===== config.mk =====
export PLATFORM = sky130hd
export DESIGN_NAME = dr_ald_pipe
export DESIGN_NICKNAME = d
export VERILOG_FILES = /design/src/rtl/dr_ald_pipe.sv
export SDC_FILE = /design/constraint.sdc
export NUM_CORES = 1
export LEC_CHECK = 0
export BUFFER_PORTS_ARGS = -buffer_cell sky130_fd_sc_hd__buf_2
export CELL_PAD_IN_SITES_DETAIL_PLACEMENT = 1
export CELL_PAD_IN_SITES_GLOBAL_PLACEMENT = 2
export CORE_UTILIZATION = 39
export DETAILED_ROUTE_END_ITERATION = 10
export PLACE_DENSITY_LB_ADDON = 0.2
export SYNTH_ARGS = -nofsm -noshare
export SYNTH_HDL_FRONTEND = slang
export SYNTH_SLANG_ARGS = --single-unit

===== constraint.sdc =====
create_clock -name i_clk -period 10 [get_ports i_clk]
set_input_delay 1.5 -clock i_clk [delete_from_list [all_inputs] [get_ports i_clk]]
set_output_delay 1.5 -clock i_clk [all_outputs]
set_load 0.1 [all_outputs]

===== src/rtl/dr_ald_pipe.sv =====
// -----------------------------------------------------------------------------
// dr_ald_pipe
// Dynamic-range approximate logarithmic divider (DR-ALD). Produces q ~= a/b as
// a signed fixed-point quotient (value = o_q / 2^FRAC_BITS). This is the inverse
// datapath of the DR-ALM multiplier core.
//
// Datapath:
//   S1  sign, exact magnitudes, leading-one position k, truncated fraction
//       x = {KEEP_WIDTH-1 bits after the leading one, 1'b1}, zero flags
//   S2  log subtraction kd = ka - kb, xd = xa - xb with borrow into kd
//   S3  antilog: mantissa 1.xd shifted by kd + FRAC_BITS - KEEP_WIDTH, signed
//
// Register ranks: operand capture -> S1 -> S2 -> S3/output. An op accepted at
// edge N is presented on o_valid at edge N+3. The whole pipe advances together
// (adv = !o_valid || i_ready); empty slots are not compressed.
//
// Ports:
//   i_clk, i_rst         clock, asynchronous active-high reset
//   i_valid / o_ready    input handshake (o_ready = adv)
//   i_a, i_b             signed dividend / divisor, WIDTH bits
//   i_tag                sideband tag, returned unchanged on o_tag
//   o_valid / i_ready    output handshake
//   o_q                  signed quotient, WIDTH+FRAC_BITS+1 bits
//   o_dz                 divide-by-zero flag for this result
//   o_tag                tag of this result
// -----------------------------------------------------------------------------
module dr_ald_pipe #(
    parameter int WIDTH      = 16,
    parameter int KEEP_WIDTH = 6,
    parameter int FRAC_BITS  = 8,
    parameter int TAG_W      = 4
) (
    input  logic                       i_clk,
    input  logic                       i_rst,
    input  logic                       i_valid,
    output logic                       o_ready,
    input  logic [WIDTH-1:0]           i_a,
    input  logic [WIDTH-1:0]           i_b,
    input  logic [TAG_W-1:0]           i_tag,
    output logic                       o_valid,
    input  logic                       i_ready,
    output logic [WIDTH+FRAC_BITS:0]   o_q,
    output logic                       o_dz,
    output logic [TAG_W-1:0]           o_tag
);
    localparam int T    = KEEP_WIDTH;
    localparam int KW   = $clog2(WIDTH);
    localparam int KD_W = KW + 2;
    localparam int QW   = WIDTH + FRAC_BITS + 1;

    // Two's-complement magnitude as unsigned; the most negative value maps to
    // 2^(WIDTH-1), which still fits in WIDTH unsigned bits.
    function automatic logic [WIDTH-1:0] abs_mag(input logic [WIDTH-1:0] v);
        return v[WIDTH-1] ? ((~v) + WIDTH'(1)) : v;
    endfunction

    function automatic logic [KW-1:0] lod(input logic [WIDTH-1:0] v);
        logic [KW-1:0] k;
        k = '0;
        for (int i = 0; i < WIDTH; i++) begin
            if (v[i]) k = KW'(i);
        end
        return k;
    endfunction

    // Normalise so the leading one sits at the MSB, keep T-1 bits below it and
    // force a trailing '1' to centre the truncation error.
    function automatic logic [T-1:0] frac_of(input logic [WIDTH-1:0] m,
                                             input logic [KW-1:0]    k);
        logic [WIDTH-1:0] norm;
        norm = m << (WIDTH - 1 - int'(k));
        return {norm[WIDTH-2 -: T-1], 1'b1};
    endfunction

    logic adv;

    // rank 0: operand capture
    logic             r0_vld_q;
    logic [WIDTH-1:0] r0_a_q;
    logic [WIDTH-1:0] r0_b_q;
    logic [TAG_W-1:0] r0_tag_q;

    // rank 1: S1 results
    logic             r1_vld_q;
    logic             r1_s_q,  r1_s_d;
    logic             r1_za_q, r1_za_d;
    logic             r1_zb_q, r1_zb_d;
    logic [KW-1:0]    r1_ka_q, r1_ka_d;
    logic [KW-1:0]    r1_kb_q, r1_kb_d;
    logic [T-1:0]     r1_xa_q, r1_xa_d;
    logic [T-1:0]     r1_xb_q, r1_xb_d;
    logic [TAG_W-1:0] r1_tag_q;

    // rank 2: S2 results
    logic                   r2_vld_q;
    logic                   r2_s_q;
    logic                   r2_za_q;
    logic                   r2_zb_q;
    logic signed [KD_W-1:0] r2_kd_q, r2_kd_d;
    logic [T-1:0]           r2_xd_q, r2_xd_d;
    logic [TAG_W-1:0]       r2_tag_q;

    // rank 3: output
    logic             out_vld_q;
    logic [QW-1:0]    out_q_q, out_q_d;
    logic             out_dz_q, out_dz_d;
    logic [TAG_W-1:0] out_tag_q;

    // S1
    logic [WIDTH-1:0] mag_a, mag_b;

    always_comb begin
        mag_a   = abs_mag(r0_a_q);
        mag_b   = abs_mag(r0_b_q);
        r1_s_d  = r0_a_q[WIDTH-1] ^ r0_b_q[WIDTH-1];
        r1_za_d = (r0_a_q == '0);
        r1_zb_d = (r0_b_q == '0);
        r1_ka_d = lod(mag_a);
        r1_kb_d = lod(mag_b);
        r1_xa_d = frac_of(mag_a, r1_ka_d);
        r1_xb_d = frac_of(mag_b, r1_kb_d);
    end

    // S2
    logic signed [KD_W-1:0] kd_raw;
    logic signed [T:0]      xd_raw;

    always_comb begin
        kd_raw  = $signed({2'b00, r1_ka_q}) - $signed({2'b00, r1_kb_q});
        xd_raw  = $signed({1'b0, r1_xa_q}) - $signed({1'b0, r1_xb_q});
        // Borrow adds 2^T to a (T+1)-bit negative value: only bit T changes,
        // so the low T bits are already the corrected fraction.
        r2_kd_d = xd_raw[T] ? (kd_raw - KD_W'(1)) : kd_raw;
        r2_xd_d = xd_raw[T-1:0];
    end

    // S3
    logic [QW-1:0] m_ext;
    logic [QW-1:0] mag;
    int            sh;

    always_comb begin
        m_ext = QW'({1'b1, r2_xd_q});
        sh    = int'(r2_kd_q) + FRAC_BITS - T;
        if (sh >= 0) mag = m_ext << sh;
        else         mag = m_ext >> (-sh);
        out_dz_d = r2_zb_q;
        // mag == 0 negates to 0, so no negative zero can appear.
        if (r2_za_q || r2_zb_q) out_q_d = '0;
        else if (r2_s_q)        out_q_d = -mag;
        else                    out_q_d = mag;
    end

    assign adv     = !out_vld_q || i_ready;
    assign o_ready = adv;
    assign o_valid = out_vld_q;
    assign o_q     = out_q_q;
    assign o_dz    = out_dz_q;
    assign o_tag   = out_tag_q;

    always_ff @(posedge i_clk or posedge i_rst) begin
        if (i_rst) begin
            r0_vld_q  <= 1'b0;
            r0_a_q    <= '0;
            r0_b_q    <= '0;
            r0_tag_q  <= '0;
            r1_vld_q  <= 1'b0;
            r1_s_q    <= 1'b0;
            r1_za_q   <= 1'b0;
            r1_zb_q   <= 1'b0;
            r1_ka_q   <= '0;
            r1_kb_q   <= '0;
            r1_xa_q   <= '0;
            r1_xb_q   <= '0;
            r1_tag_q  <= '0;
            r2_vld_q  <= 1'b0;
            r2_s_q    <= 1'b0;
            r2_za_q   <= 1'b0;
            r2_zb_q   <= 1'b0;
            r2_kd_q   <= '0;
            r2_xd_q   <= '0;
            r2_tag_q  <= '0;
            out_vld_q <= 1'b0;
            out_q_q   <= '0;
            out_dz_q  <= 1'b0;
            out_tag_q <= '0;
        end else if (adv) begin
            r0_vld_q  <= i_valid;
            r0_a_q    <= i_a;
            r0_b_q    <= i_b;
            r0_tag_q  <= i_tag;
            r1_vld_q  <= r0_vld_q;
            r1_s_q    <= r1_s_d;
            r1_za_q   <= r1_za_d;
            r1_zb_q   <= r1_zb_d;
            r1_ka_q   <= r1_ka_d;
            r1_kb_q   <= r1_kb_d;
            r1_xa_q   <= r1_xa_d;
            r1_xb_q   <= r1_xb_d;
            r1_tag_q  <= r0_tag_q;
            r2_vld_q  <= r1_vld_q;
            r2_s_q    <= r1_s_q;
            r2_za_q   <= r1_za_q;
            r2_zb_q   <= r1_zb_q;
            r2_kd_q   <= r2_kd_d;
            r2_xd_q   <= r2_xd_d;
            r2_tag_q  <= r1_tag_q;
            out_vld_q <= r2_vld_q;
            out_q_q   <= out_q_d;
            out_dz_q  <= out_dz_d;
            out_tag_q <= r2_tag_q;
        end
    end

endmodule

# ---- Yosys cells after proc, flatten, opt, wreduce, memory -nomap -nowiden
# Cells that the tools add are included.
dict set report totals {
  register_bits 116
  inputBits 40
  out_inout_bits 32
}
dict set report classes {
  add_sub_neg 11
  n_lt_le_gt_ge 1
  n_shift 4
  n_mux 36
  bitwise_logic 3
  reduce_logical 5
}
# op n
set ops {}
lappend ops {{4-bit 2-to-1 mux} 28}
lappend ops {{25-bit 2-to-1 mux} 3}
lappend ops {{16-bit by 32-bit left shift with 15-bit output} 2}
lappend ops {{16-bit by 1-bit adder with 16-bit output (second input constant)} 2}
lappend ops {{16-bit logical NOT} 2}
lappend ops {{16-bit 2-to-1 mux} 2}
lappend ops {{8-bit negation with 32-bit output} 1}
lappend ops {{16-bit NOT} 2}
lappend ops {{7-bit by 32-bit left shift with 25-bit output} 1}
lappend ops {{7-bit by 32-bit right shift with 25-bit output} 1}
lappend ops {{25-bit negation} 1}
lappend ops {{4-bit by 4-bit subtractor with 5-bit output (first input constant)} 2}
lappend ops {{8-bit by 1-bit greater-or-equal comparator with 1-bit output (second input constant)} 1}
lappend ops {{7-bit by 4-bit subtractor with 8-bit output (second input constant)} 1}
lappend ops {{6-bit by 5-bit adder with 7-bit output (second input constant)} 1}
lappend ops {{6-bit by 6-bit subtractor with 7-bit output} 1}
lappend ops {{6-bit 2-to-1 mux} 1}
lappend ops {{5-bit by 2-bit subtractor with 6-bit output (second input constant)} 1}
lappend ops {{4-bit by 4-bit subtractor with 5-bit output} 1}
lappend ops {{1-bit logical OR} 2}
lappend ops {{1-bit 2-to-1 mux} 2}
lappend ops {{1-bit logical NOT} 1}
lappend ops {{1-bit bitwise XOR} 1}

# ---- Longest topological paths before layout
dict set report logic_depth {
  depth_word 20
  depth_mapped 18
}

# ---- Least setup slack after synthesis
# OpenSTA, ideal clock, no wires.
dict set report synth_timing {
  kind {in2out}
  start {in i_ready}
  end {out o_ready}
  arrival_time_ns 2.951
  required_time_ns 8.500
  path_slack_ns 5.549
  cell_stages 4
  path_cell_list {nor2b_1 inv_2 clkbuf_1 buf_1}
}
dict set report synth_between {
  elab_chain_cells 1
}
# item line
set synth_rtl {}
lappend synth_rtl {{from (decl)} 41} ;# input logic i_ready,
lappend synth_rtl {{1-bit logical OR} 154} ;# assign adv = !out_vld_q || i_ready;
lappend synth_rtl {{to (decl)} 36} ;# output logic o_ready,
# No other way between the ends.

# ---- Worst setup path after layout
dict set report layout_timing {
  start {reg r2_kd_q[1]}
  end {reg out_q_q[12], in the netlist o_q[12]}
}
dict set report layout_between {
  elab_chain_cells 8
}
# item line
set layout_rtl {}
lappend layout_rtl {{from (decl)} 99} ;# logic signed [KD_W-1:0] r2_kd_q, r2_kd_d;
lappend layout_rtl {{from (signal assigned)} 205} ;# r2_kd_q <= r2_kd_d;
lappend layout_rtl {{6-bit by 5-bit adder with 7-bit output *} 144} ;# sh = int'(r2_kd_q) + FRAC_BITS - T;
lappend layout_rtl {{7-bit by 4-bit subtractor with 8-bit output *} 144}
lappend layout_rtl {{8-bit negation with 32-bit output} 146} ;# else mag = m_ext >> (-sh);
lappend layout_rtl {{7-bit by 32-bit right shift with 25-bit output} 146}
lappend layout_rtl {{25-bit 2-to-1 mux *} 145} ;# if (sh >= 0) mag = m_ext << sh;
lappend layout_rtl {{25-bit negation} 150} ;# else if (r2_s_q) out_q_d = -mag;
lappend layout_rtl {{25-bit 2-to-1 mux *} 150}
lappend layout_rtl {{25-bit 2-to-1 mux *} 149} ;# if (r2_za_q || r2_zb_q) out_q_d = '0;
lappend layout_rtl {{to (signal assigned)} 209} ;# out_q_q <= out_q_d;
lappend layout_rtl {{to (decl)} 105} ;# logic [QW-1:0] out_q_q, out_q_d;
# Mark *: on every way between the ends. The rest lies on a longest branch, timed or not.
# A chain may end at the register's enable or synchronous reset.

==> results.py <==
metrics = {
    "layout": {
        "area_delta_synth_final_pct": 10.5,
        "final_area_sq_um": 10400,
        "drive_gt1_frac": 0.122,
        "nets": 1291,
        "final_cell_mix": "nand2_1 (246), dfrtp_1 (113), o21ai_0 (76)",
        "diodes": 0,
        "final_common_cell": "nand2_1",
    },
    "power_and_ir_drop": {
        "pwr-share-seq": 0.215,
        "p_comb_frac": 0.631,
        "p_int_w": 0.00190,
        "swShare": 0.535,
        "p_leak_nw": 4.55,
        "vdd_drop_max_mv": 0.147,
        "total_power_w": 0.00409,
        "pwr-share-clk": 0.154,
        "switchingPower_w": 0.00219,
        "powerDensity_nw_per_um2": 393,
    },
    "yosys": {
        "synth_cell_types": 93,
        "synth_ff_type": "dfrtp_1",
        "syn-instance-count": 1224,
        "synth.ff_latch_count": 113,
        "async_flop_share": 1.00,
        "yosysWarnings": 0,
        "synth_edf_count": 0,
        "synth-seq-area-share": 0.300,
        "syn-cell-area_sq_um": 9420,
        "syn_avg_cell_area_sq_um": 7.70,
        "syn_nets": 1290,
    },
    "clocking": {
        "cts_tree": "done",
        "clkTransAtPathRegs_ns": 0.06,
        "clock_path_buffers": 2,
        "cts_htree_levels": 4,
        "cts_resized": 0,
        "cts-root-buf": "clkbuf_16",
        "cts.sinks": 113,
        "cts_setup_buffers": 0,
        "hold_buffers": 0,
        "cts_made_buffers": 17,
        "clock_latency_ns": 0.43,
    },
    "sta": {
        "hold_viol_final": 0,
        "slew_headroom": 0.321,
        "worst_pin_slew_ns": 1.01,
        "fin_tns_setup_ns": 0,
        "final_max_slew_viol_count": 0,
        "fmax_mhz": 188,
        "setup_viol": 0,
        "rsz0062_at_grt": "no",
        "period_minus_slack_ns": 5.32,
        "fin_worst_skew_ns": 0.0137,
        "holdWs_ns": 0.456,
        "period_share": 0.532,
    },
    "floorplan": {
        "ios": 72,
        "dieArea_sq_um": 24800,
        "die_w_microns": 157,
        "initial_core_util": 0.399,
        "core-area_sq_um": 23600,
        "die_y_microns": 157,
        "row_count": 56,
    },
    "drt": {
        "avgRoutedWirePerCell_microns": 18.7,
        "drt_iter0_drc": 550,
        "postRouteAntennaNets": 0,
        "vias": 9125,
        "drt_pass1_iterations": 5,
        "wirelength_microns": 29000,
        "via_per_inst": 5.87,
        "drc": 0,
    },
    "setup_path": {
        "r2r_setup_slack_ns": 4.68,
        "slowest_delay_ns": 0.80,
        "worstPathCellList": "ha_1 > nand2_1 > o21ai_0 > nand2_1 > ha_1 > a21oi_1 > nand2b_1 > or3_1 > o211a_1 > nand4_1 > o21ai_0 > xnor2_1 > o21ai_0",
        "crit_top_cell": "o21ai_0",
        "crit_path_end_kind": "register",
        "worstSetupPathType": "reg2reg",
        "critical_path.startpoint": "r2_kd_q[1]$_DFFE_PP0P_",
        "crit_fanout": 22,
        "rr_worst_depth": 13,
        "reg2reg_from": "r2_kd_q[1]$_DFFE_PP0P_",
        "critPathArrivalTime_ns": 5.59,
        "required_ns": 10.26,
        "cp-start-kind": "register",
        "critPathCapture": "o_q[12]$_DFFE_PP0P_",
        "timing.rr.end": "o_q[12]$_DFFE_PP0P_",
        "slowest_stage": "dfrtp_1",
    },
    "place": {
        "dp_hpwl_microns": 20600,
        "io_buffer_count": 71,
        "place_congestion": 0.856,
        "place_area_sq_um": 9830,
    },
    "global_routing": {
        "grt_max_degree": 72,
        "grt.overflow.total": 0,
        "grt_pass1_wl_microns": 48100,
        "first_global_vias": 9132,
        "antenna_found_initial": 1,
        "grt_usage": 0.244,
    },
    "run": {
        "maxCapViolCount": 0,
    },
    "worst_hold_path": {
        "min-delay-start": "r2_vld_q$_DFFE_PP0P_",
        "hp-class": "reg2reg",
    },
    "status": {
        "status": "finished, final reports clean",
    },
}
-- critical path, delay by kind of cell, from the launching register on --
kind,cells,cell delay (ns)
and+or+nand+nor,5,1.70
adders and majority gates,2,0.83
xor gates and xnor gates,1,0.21
DFF,1,0.80
AOI/OAI and AO/OA,5,1.61
-- sequential cells by signal, summed over array words and instances (netlist names), 5 cells and up --
name and flops:
o_q 25, r0_a_q 16, r0_b_q 16, r2_kd_q 6, r1_xa_q 5, r1_xb_q 5, r2_xd_q 5
-- synth_stat cells (8+ instances only) --
cell type	instances	area share
nand2_1	246	0.098
dfrtp_1	113	0.30
o21ai_0	76	0.040
nor2_1	75	0.030
a21oi_1	64	0.034
clkbuf_1	61	0.024
inv_1	37	0.015
nor3_1	36	0.019
xnor2_1	32	0.030
nand3_1	29	0.015
xor2_1	26	0.024
ha_1	25	0.033
mux2i_1	24	0.026
buf_2	22	0.012
o31ai_1	21	0.017
or3_1	20	0.013
a211oi_1	18	0.014
nand4_1	17	0.011
and3_1	13	0.0086
o211ai_1	13	0.010
nand2b_1	12	0.0080
o21a_1	11	0.0088
nor2b_1	10	0.0066
a21o_1	9	0.0072
a22oi_1	9	0.0072
a31oi_1	9	0.0060
buf_1	8	0.0032
mux2_2	8	0.0096
nor4_1	8	0.0053
o22ai_1	8	0.0053
-- cells by family (layout without fill, tap and decap cells) --
logic type / Yosys count / count (layout) / synth area share
buf+inv: 133 / 145 / 0.0579
simple gates: 518 / 518 / 0.263
fa+ha+maj: 26 / 26 / 0.0353
flops: 113 / 113 / 0.300
xor+xnor: 58 / 58 / 0.0539
compound gates: 343 / 343 / 0.252
mux: 33 / 33 / 0.0375
-- power groups by stage --
| stage | Clock (W) | Sequential (W) | Combinational [W] |
|---|---|---|---|
| 2_1_floorplan | 0 | 0.000952 | 0.00192 |
| 3_3_place_gp | 0 | 0.000882 | 0.00251 |
| 3_5_place_dp | 0 | 0.000887 | 0.00255 |
| 4_1_cts | 0.000639 | 0.000880 | 0.00258 |
| 5_1_grt | 0.000654 | 0.000917 | 0.00285 |
| 6_report | 0.000629 | 0.000881 | 0.00258 |
-- cell type report --
| class | count | area (sq um) |
|---|---|---|
| flip-flops and latches | 113 | 2830 |
| clock inverters | 11 | 140 |
| multi-input cells | 978 | 6050 |
| inverters | 38 | 146 |
| clock buffers | 19 | 443 |
| well taps | 319 | 399 |
| repair buffers | 77 | 400 |
| fillers | 2932 | 13200 |
-- metal layers --
metal | global-route usage | vias to the layer above | share of wire
met2 | 0.420 | 171 | 0.49
met4 | 0.0841 | 2 | 0.022
met1 | 0.312 | 4490 | 0.46
met3 | 0.0319 | 43 | 0.029
met5 | 0 | - | 0.00052
li1 | - | 4419 | -
-- how the worst min path moves through the flow --
stage	endpoint	slack (ns)	cells past startpoint
after floorplan	r2_vld_q$_DFFE_PP0P_	0.43	2
after global placement	r2_vld_q$_DFFE_PP0P_	0.44	2
after detailed placement	o_valid$_DFFE_PP0P_	0.45	1
after CTS	o_valid$_DFFE_PP0P_	0.46	1
after global routing	r1_tag_q[3]$_DFFE_PP0P_	0.48	2
final	o_valid$_DFFE_PP0P_	0.46	1
-- stage by stage --
step / setup slack, ns / utilization / cells
2_1_floorplan: 5.51 / - / 1224
3_3_place_gp: 4.96 / 0.416 / 1525
3_5_place_dp: 4.72 / 0.416 / 1525
4_1_cts: 4.71 / 0.441 / 1555
5_1_grt: 4.20 / 0.441 / 1555
6_report: 4.68 / 0.441 / 1555
(Power assumes the default switching activity.)
